$ cat config.mk
export PLATFORM = sky130hd
export DESIGN_NAME = channel_serializer
export DESIGN_NICKNAME = d
export VERILOG_FILES = /design/src/rtl/channel_serializer_pkg.sv /design/src/rtl/channel_serializer.sv
export SDC_FILE = /design/constraint.sdc
export NUM_CORES = 1
export LEC_CHECK = 0
export ABC_CLOCK_PERIOD_IN_PS = 3010
export CAP_MARGIN = 10
export CORE_ASPECT_RATIO = 0.9
export CORE_MARGIN = 2
export CORE_UTILIZATION = 25
export DETAILED_ROUTE_END_ITERATION = 10
export PLACE_DENSITY = 0.47
export SLEW_MARGIN = 20
export SYNTH_ARGS = -nofsm -noshare
export SYNTH_HDL_FRONTEND = slang
export SYNTH_SLANG_ARGS = --single-unit
$ cat constraint.sdc
create_clock -name clk -period 3.01 [get_ports clk]
set_clock_uncertainty 0.1 [all_clocks]
set_input_delay 0.903 -clock clk [delete_from_list [all_inputs] [get_ports clk]]
set_output_delay 0.903 -clock clk [all_outputs]
set_load 0.005 [all_outputs]
$ cat src/rtl/channel_serializer_pkg.sv
// Shared types and helpers for wide/narrow Channel conversion blocks.
package channel_serializer_pkg;

    // Serializer control state.
    typedef enum logic {
        SerIdle = 1'b0,
        SerSend = 1'b1
    } ser_state_t;

    // Maps a beat index to the slice position inside the wide word.
    // Position p selects bits [p*NOUT +: NOUT] of the word.
    function automatic int unsigned ser_beat_pos(
        input int unsigned idx,
        input int unsigned k,
        input bit          lsb_first
    );
        return lsb_first ? idx : (k - 1 - idx);
    endfunction

endpackage

$ cat src/rtl/channel_serializer.sv
// Splits one NIN-bit Channel word into K = NIN/NOUT narrow beats, emitted in order.
// Consecutive words chain without a bubble when the next word is offered on the last beat.
module channel_serializer
    import channel_serializer_pkg::*;
#(
    parameter int unsigned NIN       = 64,
    parameter int unsigned NOUT      = 32,
    parameter bit          LSB_FIRST = 1'b1
) (
    input  logic            clk,
    input  logic            reset,
    input  logic [NIN-1:0]  in_d,
    input  logic            in_v,
    output logic            in_a,
    output logic [NOUT-1:0] out_d,
    output logic            out_v,
    input  logic            out_a
);

    localparam int unsigned K        = NIN / NOUT;
    localparam int unsigned CW       = (K > 1) ? $clog2(K) : 1;
    localparam int unsigned BW       = (NIN > 1) ? $clog2(NIN) : 1;
    localparam logic [CW-1:0] LAST_IDX = CW'(K - 1);

    if ((NIN % NOUT) != 0) begin : g_bad_width
        $error("channel_serializer: NIN (%0d) must be a multiple of NOUT (%0d)", NIN, NOUT);
    end

    ser_state_t      st_q, st_d;
    logic [CW-1:0]   cnt_q, cnt_d;
    logic [NIN-1:0]  word_q;
    logic            load;
    int unsigned     beat_pos;
    logic [BW-1:0]   beat_base;
    logic [NOUT-1:0] beat;

    // Current beat slice of the held word.
    assign beat_pos  = ser_beat_pos(32'(cnt_q), K, LSB_FIRST);
    assign beat_base = BW'(beat_pos * NOUT);
    assign beat      = word_q[beat_base +: NOUT];

    // Control state and beat index.
    always_ff @(posedge clk or negedge reset) begin
        if (!reset) begin
            st_q  <= SerIdle;
            cnt_q <= '0;
        end else begin
            st_q  <= st_d;
            cnt_q <= cnt_d;
        end
    end

    // Word buffer, loaded on every accepted input word.
    always_ff @(posedge clk or negedge reset) begin
        if (!reset) begin
            word_q <= '0;
        end else if (load) begin
            word_q <= in_d;
        end
    end

    // Handshakes, beat output and next state; everything is forced idle while in reset.
    always_comb begin
        st_d  = st_q;
        cnt_d = cnt_q;
        load  = 1'b0;
        in_a  = 1'b0;
        out_v = 1'b0;
        out_d = '0;

        unique case (st_q)
            SerIdle: begin
                in_a = in_v;
                if (in_v) begin
                    load  = 1'b1;
                    cnt_d = '0;
                    st_d  = SerSend;
                end
            end
            SerSend: begin
                out_v = 1'b1;
                out_d = beat;
                if (out_a) begin
                    if (cnt_q == LAST_IDX) begin
                        // Last beat leaves: the next word may enter in the same cycle.
                        in_a  = in_v;
                        cnt_d = '0;
                        if (in_v) begin
                            load = 1'b1;
                        end else begin
                            st_d = SerIdle;
                        end
                    end else begin
                        cnt_d = cnt_q + CW'(1);
                    end
                end
            end
            default: begin
                st_d  = SerIdle;
                cnt_d = '0;
            end
        endcase

        if (!reset) begin
            in_a  = 1'b0;
            out_v = 1'b0;
            out_d = '0;
            load  = 1'b0;
        end
    end

endmodule

# Word-level counts from Yosys, hierarchy flattened
# Cells that the tools add are included.
classes:
  mux: 20
  n_bitwise: 1
  n_eq_ne: 2
  reduce_logical: 1
  add_sub_neg: 1
  n_shift: 1
op_table:
  columns: ["op", "count"]
  rows:
  - ["$mux 32", 2]
  - ["$shiftx 64x7->32", 1]
  - ["$mux 1", 14]
  - ["$pmux 1 s2", 4]
  - ["$ne 2x2->1 const B", 2]
  - ["$reduce_and 2->1", 1]
  - ["$add 1x1->1 const B", 1]
  - ["$not 1->1", 1]
word_totals:
  wordCells: 29
  inputBits: 68
  regBits: 66
  out_inout_bits: 34

# Depth between registers and ports, before layout
logic_depth:
  ltp_word: 5
  mapped_depth: 6
  depth_no_buf: 3

# Worst setup path before layout
# OpenSTA, ideal clock, no wires.
synth_path:
  path_kind: "input to output"
  from: "input out_a"
  to: "output in_a"
  stages: 4
  arrival_time_ns: 1.410
  slack_ns: 0.597
  path_cell_list: "nand2_4 > a21oi_4 > buf_8 > buf_8"
synth_via:
  elab_chain_cells: 3
synth_lines:
  columns: ["element", "line", "text"]
  rows:
  - ["from (decl)", "channel_serializer.sv:17", "input logic out_a"]
  - ["$mux 1", "channel_serializer.sv:83", "if (out_a) begin"]
  - ["$pmux 1 s2", "channel_serializer.sv:71", "unique case (st_q)"]
  - ["$mux 1", "channel_serializer.sv:104", "if (!reset) begin"]
  - ["to (decl)", "channel_serializer.sv:14", "output logic in_a,"]
# No other way between the ends.

# Final worst setup path
layout_path:
  from: "input reset"
  to: "output out_d[3]"
layout_via:
  elab_chain_cells: 1
layout_lines:
  columns: ["element", "line", "text"]
  rows:
  - ["from (decl)", "channel_serializer.sv:11", "input logic reset,"]
  - ["$mux 32", "channel_serializer.sv:104", null]
  - ["to (decl)", "channel_serializer.sv:15", "output logic [NOUT-1:0] out_d,"]
# No other way between the ends.

==> impl_metrics.yaml <==
sta:
  finalMaxSlewViolations: 0
  max_slew_margin: 0.6327
  grt_setup_unrepaired: "no"
  finalSetupTns_ps: 0
  finalSetupViolations: 0
  fmax_mhz: 341.3
  worst_pin_slew_ps: 550.9
  finalHoldViolations: 0
  min_period_over_period: 0.9733
  min_period_ps: 2930
floorplanning:
  die_y_um: 110.8
  start_util: 0.2527
  die_area_um2: 13600
  die_x_um: 122.7
  core_area_um2: 12540
  rows: 39
  io_pins: 102
layout:
  fin_util: 0.3717
  fillers: 1202
  area_growth_pct: 47.10
  layout_commonest_cell: "clkdlybuf4s50_1"
  mostFrequentLayoutCells: "96 x clkdlybuf4s50_1, 65 x dfrtp_1, 36 x mux2_4, 32 x mux2i_1, 32 x nor2_1"
  antenna_cells: 0
  final_area_um2: 4662
  nets: 396
  drive_above_1_share: 0.2440
routing:
  postRouteAntennaNets: 0
  totalWireLength_um: 7088
  dr.pass1.iters: 4
  drt_iter0_drc: 35
  viasPerCell: 4.129
  vias: 2048
  wl_per_cell_um: 14.29
  drcViolationCount: 0
logic_synthesis:
  synth_nets: 286
  synth.avg_cell_area_um2: 14.54
  synth_compound_area_frac: 0.009080
  yosys.area_share.adder: 0
  synth_top_family_by_area: "multiplexers"
  synth-seq-cells: 66
  synthSimpleGateAreaFrac: 0.04698
  synth_seq_area_share: 0.5211
  synthCells: 218
  netlist_area_um2: 3169
  yosys_warnings: 0
  synthMuxAreaShare: 0.3711
  synth_xor_area_frac: 0.002764
  synth.distinct_cells: 20
placed_design:
  dpl_cell_area_um2: 4335
  place_congestion: 0.6626
  portBuffers: 101
  hpwl_um: 4939
hold_path:
  hold_start: "word_q[37]$_DFFE_PN0P_"
  min_path_type: "register to register"
clock_network:
  path_clk_slew_ps: 50
  cts_inserted_buffers: 9
  cts_buffer_depth: 2
  clock_latency_ps: 320
  cts_hold_buf: 0
  cts_sinks: 66
  root_buffer: "clkbuf_16"
  tritoncts: "done"
  htree_num_levels: 3
setup_path:
  critPathCaptureType: "output port"
  cp_max_fo: 9
  crit_chain: "buf_4, nand2_1, buf_4, nor2_1, clkdlybuf4s50_1"
  timing.rr.start: "cnt_q$_DFFE_PN0P_"
  cp.required_ps: 2010
  critPathTopFamily: "buffers and inverters"
  cpPeakStageDelay_ps: 510
  path_class: "input pin to output port"
  cpMaxStageDelayCell: "clkdlybuf4s50_1"
  start_kind: "input pin"
  crit_arrival_ps: 1930
  critPathBufInv: 3
  worstSetupStartpoint: "reset"
  cp_common_cell: "buf_4"
power:
  vdd_drop_max_v: 0.0003538
  total_power_uw: 4347
  power.density_nw_per_um2: 932.4
  p_leak_uw: 0.002061
global_route:
  first_global_vias: 2183
  antenna_found_initial: 0
  met2_usage: 0.1610
  grt_max_degree: 41
  grt_first_pass_wirelength_um: 11540
  grt_util_met3: 0.05504
  grt_use_met1: 0.1420
  grt_usage: 0.1113
  grt-ovfl-total: 0
  top_usage_layer: "met2"
run_status:
  status: "complete, no violations"
run:
  maxCapViolations: 0
registers in the layout, summed over array words and instances (netlist names):
| signal | flops |
|---|---|
| word_q | 64 |
| cnt_q | 1 |
| st_q | 1 |
worst register-to-register path: stages (launching register included):
cell and delay, ps:
dfrtp_2 500, nand2_4 80, a21oi_4 170, buf_4 130
buf_4 450, mux2_2 420
area by class of cell:
class | instances | area [um2] | area share
tap | 164 | 205.2 | 0.04402
inverter | 1 | 3.754 | 0.0008052
multi-input combinational | 137 | 1363 | 0.2923
clock buffer | 13 | 260.3 | 0.05582
clock inverter | 2 | 60.06 | 0.01288
sequential | 66 | 1653 | 0.3545
timing repair buffer | 113 | 1117 | 0.2397
through the flow:
step | std cells | worst slack [ps] | hold slack (ps)
after CTS | 496 | 12.07 | 387.7
after floorplan | 218 | 596.8 | 357.4
after global placement | 481 | -284.7 | 367.7
after detailed placement | 481 | -281.8 | 375.7
final | 496 | 80.35 | 382.7
after global routing | 496 | 10.63 | 394.1
metal layers:
layer,up-vias,part of all wire
li1,972,-
met1,991,0.45
met2,76,0.44
met3,9,0.099
met4,0,0.014
met5,-,0
final timing paths:
path / endpoint / slack [ps] / cells after the start
worst max-delay path: out_d[3] / 80 / 5
worst min-delay path: word_q[37]$_DFFE_PN0P_ / 380 / 1
worst max register to register: word_q[39]$_DFFE_PN0P_ / 1050 / 5
worst min register to register: word_q[37]$_DFFE_PN0P_ / 380 / 1
max in group asynchronous: word_q[26]$_DFFE_PN0P_ / 1880 / 2
min in group asynchronous: word_q[10]$_DFFE_PN0P_ / 560 / 2
cell families (layout without fill, tap and decap cells):
kind of cell | after synthesis | count (layout)
buffers and inverters | 15 | 129
flip-flops | 66 | 66
AO/OA/AOI/OAI | 3 | 3
XOR/XNOR | 1 | 1
AND/OR/NAND/NOR | 37 | 37
multiplexers | 96 | 96
Yosys cell counts:
cell	number	area share
o21ai_0	1	0.0016
a21oi_4	1	0.0051
buf_8	2	0.0095
buf_2	3	0.0047
mux2_2	15	0.053
nand2_1	3	0.0036
xor2_1	1	0.0028
clkbuf_1	1	0.0012
buf_12	4	0.025
mux2i_1	32	0.10
a21o_1	1	0.0024
buf_4	2	0.0047
inv_1	1	0.0012
nor2_1	32	0.038
mux2_4	36	0.17
nand2b_1	1	0.0020
dfrtp_1	66	0.52
buf_1	2	0.0024
mux2_1	13	0.046
nand2_4	1	0.0036
report_power, final:
part | switching, uW | internal, uW | total, uW | leakage (uW)
Combinational | 547 | 1090 | 1640 | 0.00112
Clock | 358 | 766 | 1120 | 0.000156
Sequential | 250 | 1340 | 1590 | 0.000782
Total | 1150 | 3190 | 4350 | 0.00206
timing repair:
action	4_1_cts	5_1_grt
gates resized for setup	2	5
setup buffers	0	0
endpoints found under the setup margin	1	8
Power figures use the tool's default switching activity.
